===== config.mk =====
export PLATFORM = sky130hd
export DESIGN_NAME = mem_rw_arbiter
export DESIGN_NICKNAME = d
export VERILOG_FILES = /design/src/rtl/mem_rw_arbiter_pkg.sv /design/src/rtl/mem_rw_resp_fifo.sv /design/src/rtl/mem_rw_arbiter.sv
export SDC_FILE = /design/constraint.sdc
export NUM_CORES = 1
export LEC_CHECK = 0
export CORE_AREA = 2 2 114 116
export CTS_BUF_LIST = sky130_fd_sc_hd__clkbuf_16
export CTS_CLUSTER_DIAMETER = 60
export DETAILED_ROUTE_END_ITERATION = 10
export DIE_AREA = 0 0 116 118
export PLACE_DENSITY = 0.7
export SETUP_SLACK_MARGIN = 0.1
export SYNTH_ARGS = -nofsm -noshare
export SYNTH_HDL_FRONTEND = slang
export SYNTH_SLANG_ARGS = --single-unit

===== constraint.sdc =====
create_clock -name clk -period 4.8 [get_ports clk]
set_clock_uncertainty 0.15 [all_clocks]
set_input_delay 0.96 -clock clk [delete_from_list [all_inputs] [get_ports clk]]
set_output_delay 0.96 -clock clk [all_outputs]
set_load 0.02 [all_outputs]

===== src/rtl/mem_rw_arbiter_pkg.sv =====
// Shared types and widths for the memory read/write arbiter and its
// read-response tracking FIFO.
package mem_rw_arbiter_pkg;

  localparam int MAX_PORTS = 4;
  localparam int PORT_ID_W = 2;
  localparam int ADDR_W    = 30;
  localparam int DATA_W    = 32;
  localparam int RLEN_W    = 5;
  localparam int WBE_W     = 4;

  typedef enum logic {
    ST_ARB    = 1'b0,
    ST_LOCKED = 1'b1
  } arb_state_t;

  typedef struct packed {
    logic [PORT_ID_W-1:0] id;
    logic [RLEN_W-1:0]    rlen;
  } resp_entry_t;

  localparam int ENTRY_W = $bits(resp_entry_t);

  function automatic logic [MAX_PORTS-1:0] port_onehot(input logic [PORT_ID_W-1:0] id);
    return MAX_PORTS'(1) << id;
  endfunction

endpackage


===== src/rtl/mem_rw_resp_fifo.sv =====
// Generic synchronous FIFO; pointers carry one extra wrap bit so full and
// empty are distinguishable without a separate counter.
module mem_rw_resp_fifo #(
  parameter int WIDTH = 7,
  parameter int DEPTH = 4
) (
  input  logic             clk,
  input  logic             rst,
  input  logic             push_i,
  input  logic [WIDTH-1:0] push_data_i,
  input  logic             pop_i,
  output logic [WIDTH-1:0] head_o,
  output logic             full_o,
  output logic             empty_o
);

  localparam int AW = $clog2(DEPTH);

  logic [WIDTH-1:0] mem_q [DEPTH];
  logic [AW:0]      wr_ptr_q, rd_ptr_q;
  logic             do_push, do_pop;

  assign empty_o = (wr_ptr_q == rd_ptr_q);
  assign full_o  = (wr_ptr_q[AW] != rd_ptr_q[AW]) &&
                   (wr_ptr_q[AW-1:0] == rd_ptr_q[AW-1:0]);
  assign do_push = push_i & ~full_o;
  assign do_pop  = pop_i & ~empty_o;
  assign head_o  = mem_q[rd_ptr_q[AW-1:0]];

  always_ff @(posedge clk) begin
    if (do_push) begin
      mem_q[wr_ptr_q[AW-1:0]] <= push_data_i;
    end
  end

  always_ff @(posedge clk) begin
    if (rst) begin
      wr_ptr_q <= '0;
      rd_ptr_q <= '0;
    end else begin
      if (do_push) wr_ptr_q <= wr_ptr_q + 1'b1;
      if (do_pop)  rd_ptr_q <= rd_ptr_q + 1'b1;
    end
  end

endmodule


===== src/rtl/mem_rw_arbiter.sv =====
// Round-robin arbiter sharing one downstream memory port between NUM_PORTS
// requesters; read beats are steered back through an in-order tracking FIFO.
module mem_rw_arbiter
  import mem_rw_arbiter_pkg::*;
#(
  parameter int NUM_PORTS  = 2,
  parameter int RESP_DEPTH = 4
) (
  input  logic                             clk,
  input  logic                             rst,
  input  logic [NUM_PORTS-1:0]             up_request,
  input  logic [NUM_PORTS-1:0][ADDR_W-1:0] up_addr,
  input  logic [NUM_PORTS-1:0]             up_rnw,
  input  logic [NUM_PORTS-1:0][RLEN_W-1:0] up_rlen,
  input  logic [NUM_PORTS-1:0][WBE_W-1:0]  up_wbe,
  input  logic [NUM_PORTS-1:0][DATA_W-1:0] up_wdata,
  output logic [NUM_PORTS-1:0]             up_ack,
  output logic [NUM_PORTS-1:0]             up_rvalid,
  output logic [DATA_W-1:0]                up_rdata,
  output logic                             up_write_outstanding,
  output logic                             mem_request,
  output logic [ADDR_W-1:0]                mem_addr,
  output logic                             mem_rnw,
  output logic [RLEN_W-1:0]                mem_rlen,
  output logic [WBE_W-1:0]                 mem_wbe,
  output logic [DATA_W-1:0]                mem_wdata,
  input  logic                             mem_ack,
  input  logic                             mem_rvalid,
  input  logic [DATA_W-1:0]                mem_rdata,
  input  logic                             mem_write_outstanding
);

  // Handshake: a requester holds request and fields stable until it sees a
  // one-cycle ack; the downstream accepts in any cycle where mem_request and
  // mem_ack are both high, so a grant may complete in the cycle it is issued.

  arb_state_t           state_q, state_d;
  logic [PORT_ID_W-1:0] rr_ptr_q, rr_ptr_d;
  logic [PORT_ID_W-1:0] lock_id_q, lock_id_d;
  logic [RLEN_W-1:0]    beat_cnt_q, beat_cnt_d;

  logic [MAX_PORTS-1:0] eligible;
  logic                 found;
  logic [PORT_ID_W-1:0] win_id, sel_id, next_ptr;
  logic [PORT_ID_W:0]   cand;

  logic                 sel_req, sel_rnw;
  logic [ADDR_W-1:0]    sel_addr;
  logic [RLEN_W-1:0]    sel_rlen;
  logic [WBE_W-1:0]     sel_wbe;
  logic [DATA_W-1:0]    sel_wdata;

  logic                 ack_fire, beat_fire;
  logic                 fifo_push, fifo_pop, fifo_full, fifo_empty;
  resp_entry_t          push_entry, head_entry;
  logic [ENTRY_W-1:0]   head_raw;
  logic [MAX_PORTS-1:0] ack_vec, rv_vec;

  // Reads are held back while every tracking slot is in use.
  always_comb begin
    eligible = '0;
    for (int p = 0; p < NUM_PORTS; p++) begin
      eligible[p] = up_request[p] & ~(up_rnw[p] & fifo_full);
    end
  end

  always_comb begin
    found  = 1'b0;
    win_id = '0;
    cand   = '0;
    for (int i = 0; i < NUM_PORTS; i++) begin
      cand = {1'b0, rr_ptr_q} + (PORT_ID_W+1)'(i);
      if (cand >= (PORT_ID_W+1)'(NUM_PORTS)) cand = cand - (PORT_ID_W+1)'(NUM_PORTS);
      if (!found && eligible[cand[PORT_ID_W-1:0]]) begin
        found  = 1'b1;
        win_id = cand[PORT_ID_W-1:0];
      end
    end
  end

  always_comb begin
    sel_id    = (state_q == ST_LOCKED) ? lock_id_q : win_id;
    sel_req   = 1'b0;
    sel_addr  = '0;
    sel_rnw   = 1'b0;
    sel_rlen  = '0;
    sel_wbe   = '0;
    sel_wdata = '0;
    for (int p = 0; p < NUM_PORTS; p++) begin
      if (PORT_ID_W'(p) == sel_id) begin
        sel_req   = up_request[p];
        sel_addr  = up_addr[p];
        sel_rnw   = up_rnw[p];
        sel_rlen  = up_rlen[p];
        sel_wbe   = up_wbe[p];
        sel_wdata = up_wdata[p];
      end
    end
    sel_req = sel_req & ~rst & ((state_q == ST_LOCKED) | found);
  end

  assign ack_fire    = sel_req & mem_ack;
  assign mem_request = sel_req;
  assign mem_addr    = sel_req ? sel_addr  : '0;
  assign mem_rnw     = sel_req ? sel_rnw   : 1'b0;
  assign mem_rlen    = sel_req ? sel_rlen  : '0;
  assign mem_wbe     = sel_req ? sel_wbe   : '0;
  assign mem_wdata   = sel_req ? sel_wdata : '0;

  assign up_write_outstanding = ~rst & (mem_write_outstanding | (sel_req & ~sel_rnw));

  always_comb begin
    state_d   = state_q;
    lock_id_d = lock_id_q;
    rr_ptr_d  = rr_ptr_q;
    next_ptr  = (sel_id == PORT_ID_W'(NUM_PORTS - 1)) ? '0 : sel_id + PORT_ID_W'(1);
    case (state_q)
      ST_ARB: begin
        if (found && !mem_ack) begin
          state_d   = ST_LOCKED;
          lock_id_d = win_id;
        end
      end
      ST_LOCKED: begin
        if (ack_fire) state_d = ST_ARB;
      end
      default: state_d = ST_ARB;
    endcase
    if (ack_fire) rr_ptr_d = next_ptr;
  end

  always_comb begin
    ack_vec = port_onehot(sel_id);
    up_ack  = ack_fire ? ack_vec[NUM_PORTS-1:0] : '0;
  end

  assign fifo_push       = ack_fire & sel_rnw;
  assign push_entry.id   = sel_id;
  assign push_entry.rlen = sel_rlen;
  assign head_entry      = resp_entry_t'(head_raw);

  // Beats only route while tracking state is valid; the last beat pops.
  assign beat_fire = mem_rvalid & ~fifo_empty & ~rst;
  assign fifo_pop  = beat_fire & (beat_cnt_q == head_entry.rlen);

  always_comb begin
    beat_cnt_d = beat_cnt_q;
    if (fifo_pop)       beat_cnt_d = '0;
    else if (beat_fire) beat_cnt_d = beat_cnt_q + RLEN_W'(1);
  end

  always_comb begin
    rv_vec    = port_onehot(head_entry.id);
    up_rvalid = beat_fire ? rv_vec[NUM_PORTS-1:0] : '0;
  end

  assign up_rdata = rst ? '0 : mem_rdata;

  always_ff @(posedge clk) begin
    if (rst) begin
      state_q    <= ST_ARB;
      rr_ptr_q   <= '0;
      lock_id_q  <= '0;
      beat_cnt_q <= '0;
    end else begin
      state_q    <= state_d;
      rr_ptr_q   <= rr_ptr_d;
      lock_id_q  <= lock_id_d;
      beat_cnt_q <= beat_cnt_d;
    end
  end

  mem_rw_resp_fifo #(
    .WIDTH(ENTRY_W),
    .DEPTH(RESP_DEPTH)
  ) u_resp_fifo (
    .clk        (clk),
    .rst        (rst),
    .push_i     (fifo_push),
    .push_data_i(push_entry),
    .pop_i      (fifo_pop),
    .head_o     (head_raw),
    .full_o     (fifo_full),
    .empty_o    (fifo_empty)
  );

  a_no_orphan_beat: assert property (@(posedge clk) disable iff (rst)
    !(mem_rvalid && fifo_empty));

endmodule


# Yosys cells after proc, flatten, opt, wreduce, memory -nomap -nowiden
# Memory sizes are Yosys's and may differ from the RTL's. A register that Yosys moved wholly into a read port is not among the register bits.
# Cells that the tools add are included.
[classes]
reduce_logical = 8
n_eq_ne = 6
bitwise_logic = 24
magnitude_cmp = 4
n_shift = 2
addsub = 7
n_mux = 39
[ops]
columns = ["cell", "count"]
rows = [
  ["$mux W32", 4],
  ["$mux W30", 3],
  ["$mux W2", 10],
  ["$and A1 B1 Y1", 15],
  ["$mux W5", 3],
  ["$mux W1", 13],
  ["$mux W4", 3],
  ["$not A1 Y1", 7],
  ["$add A3 B1 Y3 const B", 2],
  ["$lt A2 B3 Y1 const B", 2],
  ["$add A5 B1 Y5 const B", 1],
  ["$eq A5 B5 Y1", 1],
  ["$bmux W1 S2", 2],
  ["$shl A1 B2 Y2 const A", 2],
  ["$sub A2 B2 Y2 const B", 2],
  ["$add A2 B1 Y3 const B", 1],
  ["$eq A3 B3 Y1", 1],
  ["$ge A3 B2 Y1 const B", 1],
  ["$logic_and A1 B1 Y1", 3],
  ["$add A2 B1 Y2 const B", 1],
  ["$eq A1 B2 Y1 const A", 1],
  ["$eq A2 B1 Y1 const B", 1],
  ["$eq A2 B2 Y1", 1],
  ["$ge A2 B2 Y1 const B", 1],
  ["other kinds (7)", 9],
]
[totals]
output_inout_bits = 110
mem_bits_rw = 28
register_bits = 16
wordCells = 97
inputBits = 183
n_memories = 1
[memory_table]
columns = ["memory", "words", "word_bits", "rd", "rd_ports_with_merged_regs", "write_ports", "line_no", "source"]
rows = [
  ["u_resp_fifo.mem_q", 4, 7, 1, 1, 1, "mem_rw_resp_fifo.sv:19", "logic [WIDTH-1:0] mem_q [DEPTH];"],
]

# Depth between registers and ports, before layout
[depth]
ltp_word = 22
depth_mapped = 9
depth_no_buf = 8

# Hierarchy
# From an unflattened synthesis, not the netlist that was laid out.
[unflattened]
cells_unflattened = 383
hier_area_um2 = 3444.6
[modules_own_cells]
columns = ["module", "cells_per_inst", "instances", "area_per_inst_um2", "seq_area_each_um2"]
rows = [
  ["mem_rw_arbiter", 278, 1, 1855.5, 200.2],
  ["mem_rw_resp_fifo", 105, 1, 1589.0, 1001.0],
]

# Worst setup path before layout
# OpenSTA, ideal clock, no wires.
[synth_path]
kind = "input to output"
startpoint = "in up_request[0]"
endpoint = "out mem_wdata[27]"
arrival_time_ns = 2.510
required_time_ns = 3.690
path_buffers = 2
slack_ns = 1.180
path_stages = 7
path_cell_list = "a21bo_2 a41oi_1 a221oi_1 or2_2 buf_4 buf_4 a21oi_1"
[synth_between]
elab_chain_cells = 14
elab_cells_between_ends = 22
cone_classes = "1 x eq/ne; 14 x mux; 4 x bitwise; 3 x reduce/logical"
[synth_rtl]
columns = ["element", "line_no", "source"]
rows = [
  ["from (decl)", "mem_rw_arbiter.sv:11", "input logic [NUM_PORTS-1:0] up_request,"],
  ["$and A1 B1 Y1", "mem_rw_arbiter.sv:63", "eligible[p] = up_request[p] & ~(up_rnw[p] & fifo_full);"],
  ["$bmux W1 S2", "mem_rw_arbiter.sv:74", "if (!found && eligible[cand[PORT_ID_W-1:0]]) begin"],
  ["$mux W1 (not written as such)", "mem_rw_arbiter.sv:74", ""],
  ["$mux W1", "mem_rw_arbiter.sv:74", ""],
  ["$logic_not A1 Y1", "mem_rw_arbiter.sv:74", ""],
  ["$logic_and A1 B1 Y1", "mem_rw_arbiter.sv:74", ""],
  ["$mux W2", "mem_rw_arbiter.sv:74", ""],
  ["$mux W2", "mem_rw_arbiter.sv:82", "sel_id = (state_q == ST_LOCKED) ? lock_id_q : win_id;"],
  ["$logic_not A2 Y1", "mem_rw_arbiter.sv:90", "if (PORT_ID_W'(p) == sel_id) begin"],
  ["$mux W1 (2 in series)", "mem_rw_arbiter.sv:90", ""],
  ["$and A1 B1 Y1 (2 in series)", "mem_rw_arbiter.sv:99", "sel_req = sel_req & ~rst & ((state_q == ST_LOCKED) | found);"],
  ["$mux W32 (*)", "mem_rw_arbiter.sv:108", "assign mem_wdata = sel_req ? sel_wdata : '0;"],
  ["to (decl)", "mem_rw_arbiter.sv:26", "output logic [DATA_W-1:0] mem_wdata,"],
]
# Mark *: on every way between the ends. The rest lies on a longest branch, timed or not. The select of a mux whose other input is x is not followed.

# Worst setup path after layout
[layout_path]
startpoint = "in up_request[1]"
endpoint = "out mem_wdata[11]"
# The elaborated chain is that of the path after synthesis.

==> flow_summary_export.csv <==
group,metric,value,unit
finish,fill_cells,1188,
worst_setup_path,r2r_start,"u_resp_fifo.wr_ptr_q[0]",
synthesis,synth_top_family_by_area,"simple AND/OR/NAND/NOR gates",
worst_setup_path,crit_fanout,34,
finish,seqCellArea,1200,sq um
synthesis,syn_nets,623,
routing,drtIter0Drc,225,
synthesis,yosysWarnings,0,
routing,wl_per_cell,16.1,um
global_route,antenna_found_initial,0,
min_path,min_from,"u_resp_fifo.wr_ptr_q[2]",
finish,syn_to_final_growth,95.2,%
placed_design,port_buffers,292,
finish,fin_area,6630,sq um
power_and_ir_drop,vdd_drop_max,0.172,mV
placed_design,routabilityCongestion,0.910,
clock_network,worstSkewPairLatency,0.29,ns
synthesis,synthFlopType,"edfxtp_1",
sta,min_period_over_period,0.955,
die,io_pins,293,
clock_network,clk_path_buf_depth,2,
placed_design,placed_area,6470,sq um
synthesis,ys_ff_latch,46,
worst_setup_path,worstSetupPathType,"in -> out",
power_and_ir_drop,pwr-share-comb,0.417,
power_and_ir_drop,leakage,0.00255,uW
global_route,grt_pass1_wl,21800,um
synthesis,netlist_instances,434,
worst_setup_path,startpoint_type,"input port",
die,rows,41,
synthesis,yosys.area.top_type,"edfxtp_1",
global_route,track_usage,0.202,
global_route,grt_max_degree,77,
power_and_ir_drop,power.internal,921,uW
min_path,hold_class,"reg -> reg",
global_route,gr-total-overflow,0,
routing,drc_errors,0,
die,fp.coreArea,12400,sq um
synthesis,synthSimpleGateAreaFrac,0.303,
synthesis,synth_compound_area_frac,0.134,
placed_design,dp_hpwl,11400,um
worst_setup_path,endpoint_kind,"output port",
sta,finalSetupViolations,0,
synthesis,yosysTopAreaCellShare,0.248,
synthesis,ys_seq_area_frac,0.354,
worst_setup_path,cp.required,3.69,ns
routing,drtPass1Iterations,6,
clock_network,cts_hold_buf,0,
sta,report.final.slew_viol_count,0,
power_and_ir_drop,swShare,0.308,
finish,drive_gt1_frac,0.0465,
finish,finalNetCount,897,
die,die_y,118,um
power_and_ir_drop,p_sw,410,uW
power_and_ir_drop,pwr-share-clk,0.258,
finish,multi_input_area,1990,sq um
sta,setup-tns-final,0,ns
worst_setup_path,crit_arrival,3.47,ns
sta,whs,0.335,ns
clock_network,cts_num_sinks,46,
routing,wirelength,14200,um
sta,fin_ws,0.218,ns
worst_setup_path,rr_worst_depth,8,
sta,max_slew_margin,0.569,
synthesis,synth-async-reset-ratio,0,
sta,rsz0062_at_grt,"no",
synthesis,syn_avg_cell_area,7.82,sq um
synthesis,synthMuxAreaShare,0.0947,
min_path,whs_endpoint,"u_resp_fifo.wr_ptr_q[2]",
worst_setup_path,r2r-end,"u_resp_fifo.mem_q[0][1]",
power_and_ir_drop,power_frac_seq,0.325,
routing,vias,4021,
synthesis,synth_cell_types,44,
clock_network,path_clk_slew,0.06,ns
clock_network,cts_buffers,5,
synthesis,synth.area.top_cells,"edfxtp_1, nand2_1, dfxtp_1",
sta,fin_crit,4.58,ns
synthesis,synth_xor_area_frac,0.0335,
sta,hold_viol_final,0,
routing,antenna_left,0,
worst_setup_path,rrSetupSlack,1.81,ns
die,floorplan.initialDensity,0.274,
power_and_ir_drop,p_per_area,201,nW/um^2
die,die_w,116,um
min_path,whs_path_depth,2,
synthesis,synth_adder_area_share,0.0221,
finish,diodes,0,
global_route,grt_pass1_vias,4106,
clock_network,cts-root-buf,"clkbuf_16",
sta,tightestPinTransition,0.644,ns
clock_network,cts_tree,"yes",
synthesis,synth_area,3400,sq um
job,max_cap_viol_count,0,
clock_network,htreeDepth,2,
outcome,status,"complete, no violations",
routing,via_per_inst,4.56,
synthesis,synth_edf_count,28,
placed_design,preCtsSetupSlack,0.156,ns
die,dieArea,13700,sq um
sta,fmax,218,MHz
power groups by stage:
stage	sequential, uW	combinational [uW]	clock (uW)
finish	433	555	343
global route	434	595	366
CTS	433	558	349
detailed placement	442	554	0
global placement	442	551	0
floorplan	438	244	0
registers in the layout (all words and copies together), names as in the netlist, named ones only:
name / count
beat_cnt_q: 5
lock_id_q: 2
rr_ptr_q: 2
state_q: 1
u_resp_fifo.mem_q: 28
u_resp_fifo.rd_ptr_q: 3
u_resp_fifo.wr_ptr_q: 3
per-layer routing:
metal,wire [um],up-vias,GRT usage,part of all wire
met5,0,-,0,0
met2,7350,153,0.354,0.52
met4,296,0,0.0513,0.021
met1,5510,1839,0.244,0.39
met3,1030,22,0.0505,0.073
li1,-,2007,-,-
repair_timing:
| item | 4_1_cts | 5_1_grt |
|---|---|---|
| setup endpoints to repair | 0 | 11 |
| hold endpoints to repair | 0 | 0 |
| resized for setup | 0 | 3 |
| buffers inserted | 0 | 0 |
cell families (layout without fill, tap and decap cells):
| kind of cell | after synthesis | in the layout |
|---|---|---|
| AOI/OAI and AO/OA | 80 | 80 |
| xor gates and xnor gates | 13 | 13 |
| adders and majority gates | 6 | 6 |
| buffers and inverters | 41 | 316 |
| DFF | 46 | 46 |
| muxes | 23 | 23 |
| and+or+nand+nor | 225 | 225 |
stage by stage:
step | power [uW] | util | instances
4_1_cts | 1340 | 0.533 | 881
2_1_floorplan | 683 | - | 434
3_5_place_dp | 996 | 0.521 | 873
3_3_place_gp | 993 | 0.521 | 873
6_report | 1330 | 0.534 | 881
5_1_grt | 1390 | 0.534 | 881
cells in the final DEF (no fill, tap or decap), types with 2 or more instances in the layout:
cell type | netlist | layout
and2_1 | 5 | 5
edfxtp_1 | 28 | 28
dfxtp_1 | 18 | 18
xor2_1 | 7 | 7
and3_1 | 4 | 4
a21oi_1 | 68 | 68
buf_4 | 9 | 5
mux2i_1 | 15 | 15
nand2_1 | 140 | 140
dlymetal6s2s_1 | 0 | 2
nor3_1 | 4 | 4
buf_12 | 0 | 3
clkdlybuf4s50_1 | 0 | 290
clkbuf_16 | 0 | 5
xnor2_1 | 6 | 6
inv_1 | 5 | 5
nor2_1 | 21 | 21
inv_6 | 1 | 2
o211a_1 | 2 | 2
nand4_1 | 3 | 3
a41oi_1 | 2 | 2
mux4_2 | 7 | 7
nor2b_1 | 33 | 33
and3b_1 | 2 | 2
ha_1 | 6 | 6
nand2b_1 | 4 | 4
worst max path at each step:
stage | cells after the start | startpoint | slack [ns] | end
6_report | 10 | up_request[1] | 0.22 | mem_wdata[11]
3_5_place_dp | 10 | up_request[1] | 0.16 | mem_wdata[12]
5_1_grt | 10 | up_request[1] | 0.10 | mem_wdata[11]
2_1_floorplan | 7 | up_request[0] | 1.18 | mem_wdata[27]
3_3_place_gp | 10 | up_request[1] | 0.21 | mem_wdata[12]
4_1_cts | 10 | up_request[1] | 0.14 | mem_wdata[12]
final cells by class:
| type | count | share of cell area |
|---|---|---|
| clock buffers | 5 | 0.0189 |
| flip-flops and latches | 46 | 0.181 |
| multi-input cells | 347 | 0.301 |
| inverters | 7 | 0.00472 |
| well taps | 172 | 0.0325 |
| repair buffers | 301 | 0.458 |
| clock inverters | 3 | 0.00378 |
cells in the mapped netlist (all sizes together) (2+ instances only):
cell	instances
ha	6
nand2b	4
mux2i	16
clkbuf	17
o211a	2
and3	4
a41oi	2
mux4	7
and2	5
edfxtp	28
xnor2	6
nand2	140
nor3	5
nor2	22
a21oi	69
dfxtp	18
and3b	2
xor2	7
buf	17
nand4	3
inv	7
nor2b	33
critical path, cell delays in order:
cell and delay (ns):
clkdlybuf4s50_1 0.55, nand2b_1 0.08, a41o_1 0.22, nor2_2 0.19
a21oi_4 0.08, inv_6 0.22, buf_12 0.22, nand2_1 0.07
a21oi_1 0.20, clkdlybuf4s50_1 0.65
(Power assumes the default switching activity.)
